File: src/rtl/puck_physics.sv
// Air-hockey puck engine: once per frame tick moves the puck, resolves paddle and wall
// contacts, scores goals and sequences serve / game over, in renderer hc/vc coordinates.
//   state  | meaning
//   IDLE   | waiting for a physics tick
//   STEP   | n = p + v
//   PADDLE | paddle contact test, velocity redirect
//   WALL   | wall clamp / bounce, goal detection
//   COMMIT | p <= n
//   GOAL   | goal pulse, score, recentre
//   SERVE  | puck held at centre for SERVE_TICKS ticks
//   OVER   | frozen until clr
module puck_physics #(
  parameter int TICK_DIV    = 1666667,
  parameter int X_MIN       = 194,
  parameter int X_MAX       = 736,
  parameter int Y_MIN       = 71,
  parameter int Y_MAX       = 472,
  parameter int CENTER_X    = 465,
  parameter int CENTER_Y    = 271,
  parameter int GOAL_Y_LO   = 221,
  parameter int GOAL_Y_HI   = 321,
  parameter int PUCK_R      = 10,
  parameter int HIT_R2      = 625,
  parameter int INIT_VX     = 7,
  parameter int INIT_VY     = 3,
  parameter int SERVE_TICKS = 30,
  parameter int WIN_SCORE   = 7
) (
  input  logic       clk,
  input  logic       clr,
  input  logic [9:0] dot_x_1,
  input  logic [9:0] dot_y_1,
  input  logic [9:0] dot_x_2,
  input  logic [9:0] dot_y_2,
  output logic [9:0] puck_x,
  output logic [9:0] puck_y,
  output logic       goal_1,
  output logic       goal_2,
  output logic [3:0] score_1,
  output logic [3:0] score_2,
  output logic       game_over
);
  typedef enum logic [2:0] {IDLE, STEP, PADDLE, WALL, COMMIT, GOAL, SERVE, OVER} state_t;

  localparam int TW  = (TICK_DIV > 1) ? $clog2(TICK_DIV) : 1;
  localparam int SW  = (SERVE_TICKS > 1) ? $clog2(SERVE_TICKS) : 1;
  localparam int AVX = (INIT_VX < 0) ? -INIT_VX : INIT_VX;
  localparam logic signed [4:0]  VXP  = 5'(AVX);
  localparam logic signed [4:0]  VXN  = -VXP;
  localparam logic signed [4:0]  VX0  = 5'(INIT_VX);
  localparam logic signed [4:0]  VY0  = 5'(INIT_VY);
  localparam logic signed [10:0] X_LO = 11'(X_MIN + PUCK_R);
  localparam logic signed [10:0] X_HI = 11'(X_MAX - PUCK_R);
  localparam logic signed [10:0] Y_LO = 11'(Y_MIN + PUCK_R);
  localparam logic signed [10:0] Y_HI = 11'(Y_MAX - PUCK_R);

  state_t             state_q, state_d;
  logic [TW-1:0]      tcnt_q, tcnt_d;
  logic [SW-1:0]      scnt_q, scnt_d;
  logic [9:0]         px_q, px_d, py_q, py_d;
  logic signed [10:0] nx_q, nx_d, ny_q, ny_d;
  logic signed [4:0]  vx_q, vx_d, vy_q, vy_d;
  logic [3:0]         score1_q, score1_d, score2_q, score2_d, sc;
  logic               goal1_q, goal1_d, goal2_q, goal2_d, over_q, over_d;
  logic               p2_scored_q, p2_scored_d;
  logic               tick, hit1, hit2, in_mouth;
  logic [20:0]        d2_1, d2_2;
  logic [9:0]         hx, hy;

  function automatic logic [20:0] sq_dist(input logic signed [10:0] nx, input logic signed [10:0] ny,
                                          input logic [9:0] ax, input logic [9:0] ay);
    logic signed [11:0] ex, ey;
    ex = {nx[10], nx} - $signed({2'b00, ax});
    ey = {ny[10], ny} - $signed({2'b00, ay});
    return 21'(24'(ex) * 24'(ex)) + 21'(24'(ey) * 24'(ey));
  endfunction

  function automatic logic signed [4:0] mag(input logic signed [4:0] v);
    return v[4] ? -v : v;
  endfunction

  // Down-counter reloads at terminal count; first tick lands TICK_DIV clk after reset.
  assign tick     = (tcnt_q == '0);
  assign tcnt_d   = tick ? TW'(TICK_DIV - 1) : tcnt_q - 1'b1;
  assign d2_1     = sq_dist(nx_q, ny_q, dot_x_1, dot_y_1);
  assign d2_2     = sq_dist(nx_q, ny_q, dot_x_2, dot_y_2);
  assign hit1     = (d2_1 < 21'(HIT_R2));
  assign hit2     = !hit1 && (d2_2 < 21'(HIT_R2));
  assign hx       = hit1 ? dot_x_1 : dot_x_2;
  assign hy       = hit1 ? dot_y_1 : dot_y_2;
  assign in_mouth = (py_q >= 10'(GOAL_Y_LO)) && (py_q <= 10'(GOAL_Y_HI));

  always_comb begin
    state_d     = state_q;
    scnt_d      = scnt_q;
    px_d        = px_q;
    py_d        = py_q;
    nx_d        = nx_q;
    ny_d        = ny_q;
    vx_d        = vx_q;
    vy_d        = vy_q;
    score1_d    = score1_q;
    score2_d    = score2_q;
    goal1_d     = 1'b0;
    goal2_d     = 1'b0;
    over_d      = over_q;
    p2_scored_d = p2_scored_q;
    sc          = '0;
    case (state_q)
      IDLE: if (tick) state_d = STEP;
      STEP: begin
        nx_d    = $signed({1'b0, px_q}) + 11'(vx_q);
        ny_d    = $signed({1'b0, py_q}) + 11'(vy_q);
        state_d = PADDLE;
      end
      PADDLE: begin
        if (hit1 || hit2) begin
          nx_d = $signed({1'b0, px_q});
          ny_d = $signed({1'b0, py_q});
          if (px_q > hx) vx_d = mag(vx_q);
          else if (px_q < hx) vx_d = -mag(vx_q);
          if (py_q > hy) vy_d = mag(vy_q);
          else if (py_q < hy) vy_d = -mag(vy_q);
        end
        state_d = WALL;
      end
      WALL: begin
        if (ny_q < Y_LO) begin
          ny_d = Y_LO;
          vy_d = -vy_q;
        end else if (ny_q > Y_HI) begin
          ny_d = Y_HI;
          vy_d = -vy_q;
        end
        state_d = COMMIT;
        if (nx_q < X_LO) begin
          if (in_mouth) begin
            p2_scored_d = 1'b1;
            state_d     = GOAL;
          end else begin
            nx_d = X_LO;
            vx_d = -vx_q;
          end
        end else if (nx_q > X_HI) begin
          if (in_mouth) begin
            p2_scored_d = 1'b0;
            state_d     = GOAL;
          end else begin
            nx_d = X_HI;
            vx_d = -vx_q;
          end
        end
      end
      COMMIT: begin
        px_d    = nx_q[9:0];
        py_d    = ny_q[9:0];
        state_d = IDLE;
      end
      GOAL: begin
        px_d = 10'(CENTER_X);
        py_d = 10'(CENTER_Y);
        vy_d = VY0;
        if (p2_scored_q) begin
          sc       = score2_q + {3'b000, (score2_q != 4'hF)};
          score2_d = sc;
          goal2_d  = 1'b1;
          vx_d     = VXN;
        end else begin
          sc       = score1_q + {3'b000, (score1_q != 4'hF)};
          score1_d = sc;
          goal1_d  = 1'b1;
          vx_d     = VXP;
        end
        if (sc >= 4'(WIN_SCORE)) begin
          over_d  = 1'b1;
          state_d = OVER;
        end else begin
          scnt_d  = SW'(SERVE_TICKS - 1);
          state_d = SERVE;
        end
      end
      SERVE: begin
        if (tick) begin
          if (scnt_q == '0) state_d = IDLE;
          else scnt_d = scnt_q - 1'b1;
        end
      end
      OVER:    state_d = OVER;
      default: state_d = IDLE;
    endcase
  end

  always_ff @(posedge clk) begin
    if (clr) begin
      state_q     <= IDLE;
      tcnt_q      <= TW'(TICK_DIV - 1);
      scnt_q      <= '0;
      px_q        <= 10'(CENTER_X);
      py_q        <= 10'(CENTER_Y);
      nx_q        <= '0;
      ny_q        <= '0;
      vx_q        <= VX0;
      vy_q        <= VY0;
      score1_q    <= '0;
      score2_q    <= '0;
      goal1_q     <= 1'b0;
      goal2_q     <= 1'b0;
      over_q      <= 1'b0;
      p2_scored_q <= 1'b0;
    end else begin
      state_q     <= state_d;
      tcnt_q      <= tcnt_d;
      scnt_q      <= scnt_d;
      px_q        <= px_d;
      py_q        <= py_d;
      nx_q        <= nx_d;
      ny_q        <= ny_d;
      vx_q        <= vx_d;
      vy_q        <= vy_d;
      score1_q    <= score1_d;
      score2_q    <= score2_d;
      goal1_q     <= goal1_d;
      goal2_q     <= goal2_d;
      over_q      <= over_d;
      p2_scored_q <= p2_scored_d;
    end
  end

  assign puck_x    = px_q;
  assign puck_y    = py_q;
  assign goal_1    = goal1_q;
  assign goal_2    = goal2_q;
  assign score_1   = score1_q;
  assign score_2   = score2_q;
  assign game_over = over_q;
endmodule

File: config.mk
export PLATFORM = sky130hd
export DESIGN_NAME = puck_physics
export DESIGN_NICKNAME = d
export VERILOG_FILES = /design/src/rtl/puck_physics.sv
export SDC_FILE = /design/constraint.sdc
export NUM_CORES = 2
export LEC_CHECK = 0
export CORE_MARGIN = 2
export CORE_UTILIZATION = 65
export CTS_CLUSTER_DIAMETER = 50
export CTS_CLUSTER_SIZE = 40
export DETAILED_ROUTE_END_ITERATION = 8
export PLACE_DENSITY = 0.89
export RECOVER_POWER = 25
export SYNTH_ARGS = -nofsm -noshare
export SYNTH_HDL_FRONTEND = slang
export SYNTH_SLANG_ARGS = --single-unit
File: constraint.sdc
create_clock -name clk -period 13.25 [get_ports clk]
set_input_delay 1.9875 -clock clk [delete_from_list [all_inputs] [get_ports clk]]
set_output_delay 1.9875 -clock clk [all_outputs]
set_load 0.005 [all_outputs]
==> reports/summary.txt <==
Area after DPL -> 0.0265 mm²
Max Clk Rate -> 0.0782 GHz
Row count -> 71
Post-synthesis compound-gate area fraction -> 0.0995
Worst Reg-to-Reg Cells -> 38
Wire per inst -> 18.1 µm
Post-synthesis sequential area ratio -> 0.0744
Critical Path Fanout Max -> 12
Endpoints failing setup -> 0
Final instance area -> 0.0269 mm²
Main combinational cell family by area after synthesis -> adder cells
Synth top area cells -> fa_1 (39%), ha_1 (13%), inv_1 (11%)
WL met2 -> 30900 µm
Placed wire-length estimate -> 54400 µm
Nets -> 3738
Netlist Area Pre-Place -> 0.0250 mm²
Slowest-stage cell, CP -> clkdlybuf4s50_1
Ant diodes -> 0
Clock sink total -> 93
Crit end category -> register
Leading area contributor after synthesis -> fa_1
Netlist cell types -> 80
Multiplexer share of the synthesized area -> 0.0121
Crit path DAT -> 13.03 ns
Critical Path RT -> 13.48 ns
Asr flop ratio synth -> 0
All-Layer GR Usage -> 0.319
DRT iter0 DRCs -> 1477
Status -> completed
Crit share post-route -> 0.966
Worst Hold Path Cells -> 1
Class of the most critical setup path -> input pin to register
FF-to-FF Start -> ny_q[1]
Number of enable flip-flop cells after synthesis -> 0
# fillers -> 2756
Detailed Route WL -> 62700 µm
Layout Cells excl Fill -> 3471
Synthesis-to-layout area growth -> 7.46%
Die width -> 200 µm
IO Count -> 73
Placed insts -> 3454
Setup TNS -> 0 ns
Critical path launch point type -> input pin
Worst Hold End -> tcnt_q[0]
XOR/XNOR Fraction of Synth Area -> 0.0507
Metal3 WL -> 5050 µm
TritonCTS clock tree -> yes
Initial Util -> 0.663
Clock Skews -> 0.00659 ns
First-pass GRT wire length -> 103000 µm
Vias in the first global route -> 21300
Post-synth top flop -> dfxtp_1
Antenna violations before repair -> 0
Post-synth top cells -> inv_1 (721), fa_1 (490), nor2_1 (270)
Worst path max stage delay -> 0.58 ns
Syn_area_per_cell -> 8.70 µm²
Gpl congestion -> 0.990
Vias -> 20200
CTS Buffer Depth -> 2
Die ar. -> 0.0401 mm²
Hold Vio Cnt, Final -> 0
DRC viols -> 0
Synth Area in Simple Gates -> 0.128
Core ar. -> 0.0378 mm²
Clk pin slew, worst setup/hold paths -> 0.06 ns
Metal-1 WL -> 23400 µm
Reg2reg end -> vx_q[2]
FF-to-FF setup slack -> 2.14 ns
Layout cells sized above 1 -> 0.0385
TritonRoute pass-1 iters -> 6
Actual slew at the worst max-slew pin -> 1.09 ns
Synth warn -> 0
Mapped Nets -> 3661
Most common cell in the netlist -> inv_1
Max_cap viols -> 0
Buffers on Ports -> 72
Die height -> 200 µm
Worst hold path class -> register to register
Post-Syn Instances -> 2878
FF+latch count, synth -> 93
Post-Synth Adder-Cell Area -> 0.517
DR vias/cell -> 5.81
Clk_lat worst skew -> 0.35 ns
Worst slew margin -> 0.271
Fin crit period -> 12.79 ns
Hold path start -> tcnt_q[0]
Area share of the largest cell type after synthesis -> 0.392
Largest net degree at the start of global routing -> 68
Hold_buf cts -> 0
Hold_ws -> 0.443 ns
Root Buffer -> clkbuf_16
Slew Viols, Final -> 0
CTS Buf Count -> 9
Top layer in use -> met4
Max H-tree Level -> 3
GR Overflow Total -> 0
Post-route ant nets -> 0
## repair_timing
item,CTS,global route
endpoints found under the setup margin,0,8
setup buffers,0,1
gates resized for setup,0,22
## cells in the final DEF (no fill, tap or decap), types with 14 or more instances in the layout
cell	count
mux2i_1	27
a21oi_1	91
fa_1	489
o21a_1	17
dfxtp_1	93
xnor2_1	89
nor2b_1	20
xor2_1	45
nand2_1	213
o21ai_0	87
clkdlybuf4s50_1	70
nand4_1	18
a21o_1	28
buf_4	48
o211ai_1	17
ha_1	251
nand2b_1	30
nand3_1	36
nor3_1	38
a22oi_1	14
inv_1	719
nor2_1	266
or3_1	21
## metal layers
layer	GRT usage	vias to the layer above
li1	-	9125
met1	0.401	9960
met2	0.542	884
met3	0.0472	200
met4	0.158	0
met5	0	-
## per-stage QoR
step	setup slack, ns	utilization
finish	0.455	0.713
detailed placement	-0.0300	0.703
global route	-0.0508	0.713
CTS	0.255	0.710
floorplan	1.34	-
global placement	0.128	0.703
## worst max path at each step
| stage | start | to | slack (ns) | cells past startpoint |
|---|---|---|---|---|
| 2_1_floorplan | dot_x_1[1] | vy_q[1] | 1.34 | 42 |
| 3_3_place_gp | dot_x_1[0] | vx_q[2] | 0.13 | 45 |
| 3_5_place_dp | dot_x_1[4] | vx_q[2] | -0.03 | 44 |
| 4_1_cts | dot_x_1[4] | vx_q[2] | 0.26 | 44 |
| 5_1_grt | dot_x_1[4] | vy_q[4] | -0.05 | 47 |
| 6_report | dot_x_1[4] | vx_q[2] | 0.46 | 43 |
## flip-flops by register name (all words and copies together) (netlist names), 3 cells and up, named ones only
signal / cells
scnt_q: 5
nx_q: 11
score_2: 4
vx_q: 4
ny_q: 11
state_q: 3
vy_q: 4
score_1: 4
puck_y: 10
tcnt_q: 21
puck_x: 10
## area by class of cell
| cell class | instances | area (µm²) | area share |
|---|---|---|---|
| clock buffer | 11 | 233 | 0.00865 |
| tap | 511 | 639 | 0.0238 |
| clock inverter | 5 | 35.0 | 0.00130 |
| multi-input combinational | 2000 | 20300 | 0.754 |
| inverter | 730 | 2740 | 0.102 |
| timing repair buffer | 121 | 1100 | 0.0408 |
| sequential | 93 | 1860 | 0.0692 |
## critical path, delay by kind of cell
kind / cells / cell delay, ns
XOR/XNOR: 1 / 0.23
buffers and inverters: 10 / 1.40
multiplexers: 1 / 0.30
adder cells (fa/ha/maj): 10 / 4.61
AO/OA/AOI/OAI: 15 / 3.10
AND/OR/NAND/NOR: 6 / 1.40
## cell families (layout without fill, tap and decap cells)
family,after synthesis,after routing
buffers and inverters,785,867
DFF,93,93
xor gates and xnor gates,141,141
adders and majority gates,741,741
muxes,30,30
AOI/OAI and AO/OA,378,378
and+or+nand+nor,710,710
Power is left out: the tool's default activity adds up to more than one toggle a clock period on the data nets, which glitch-free logic cannot reach.
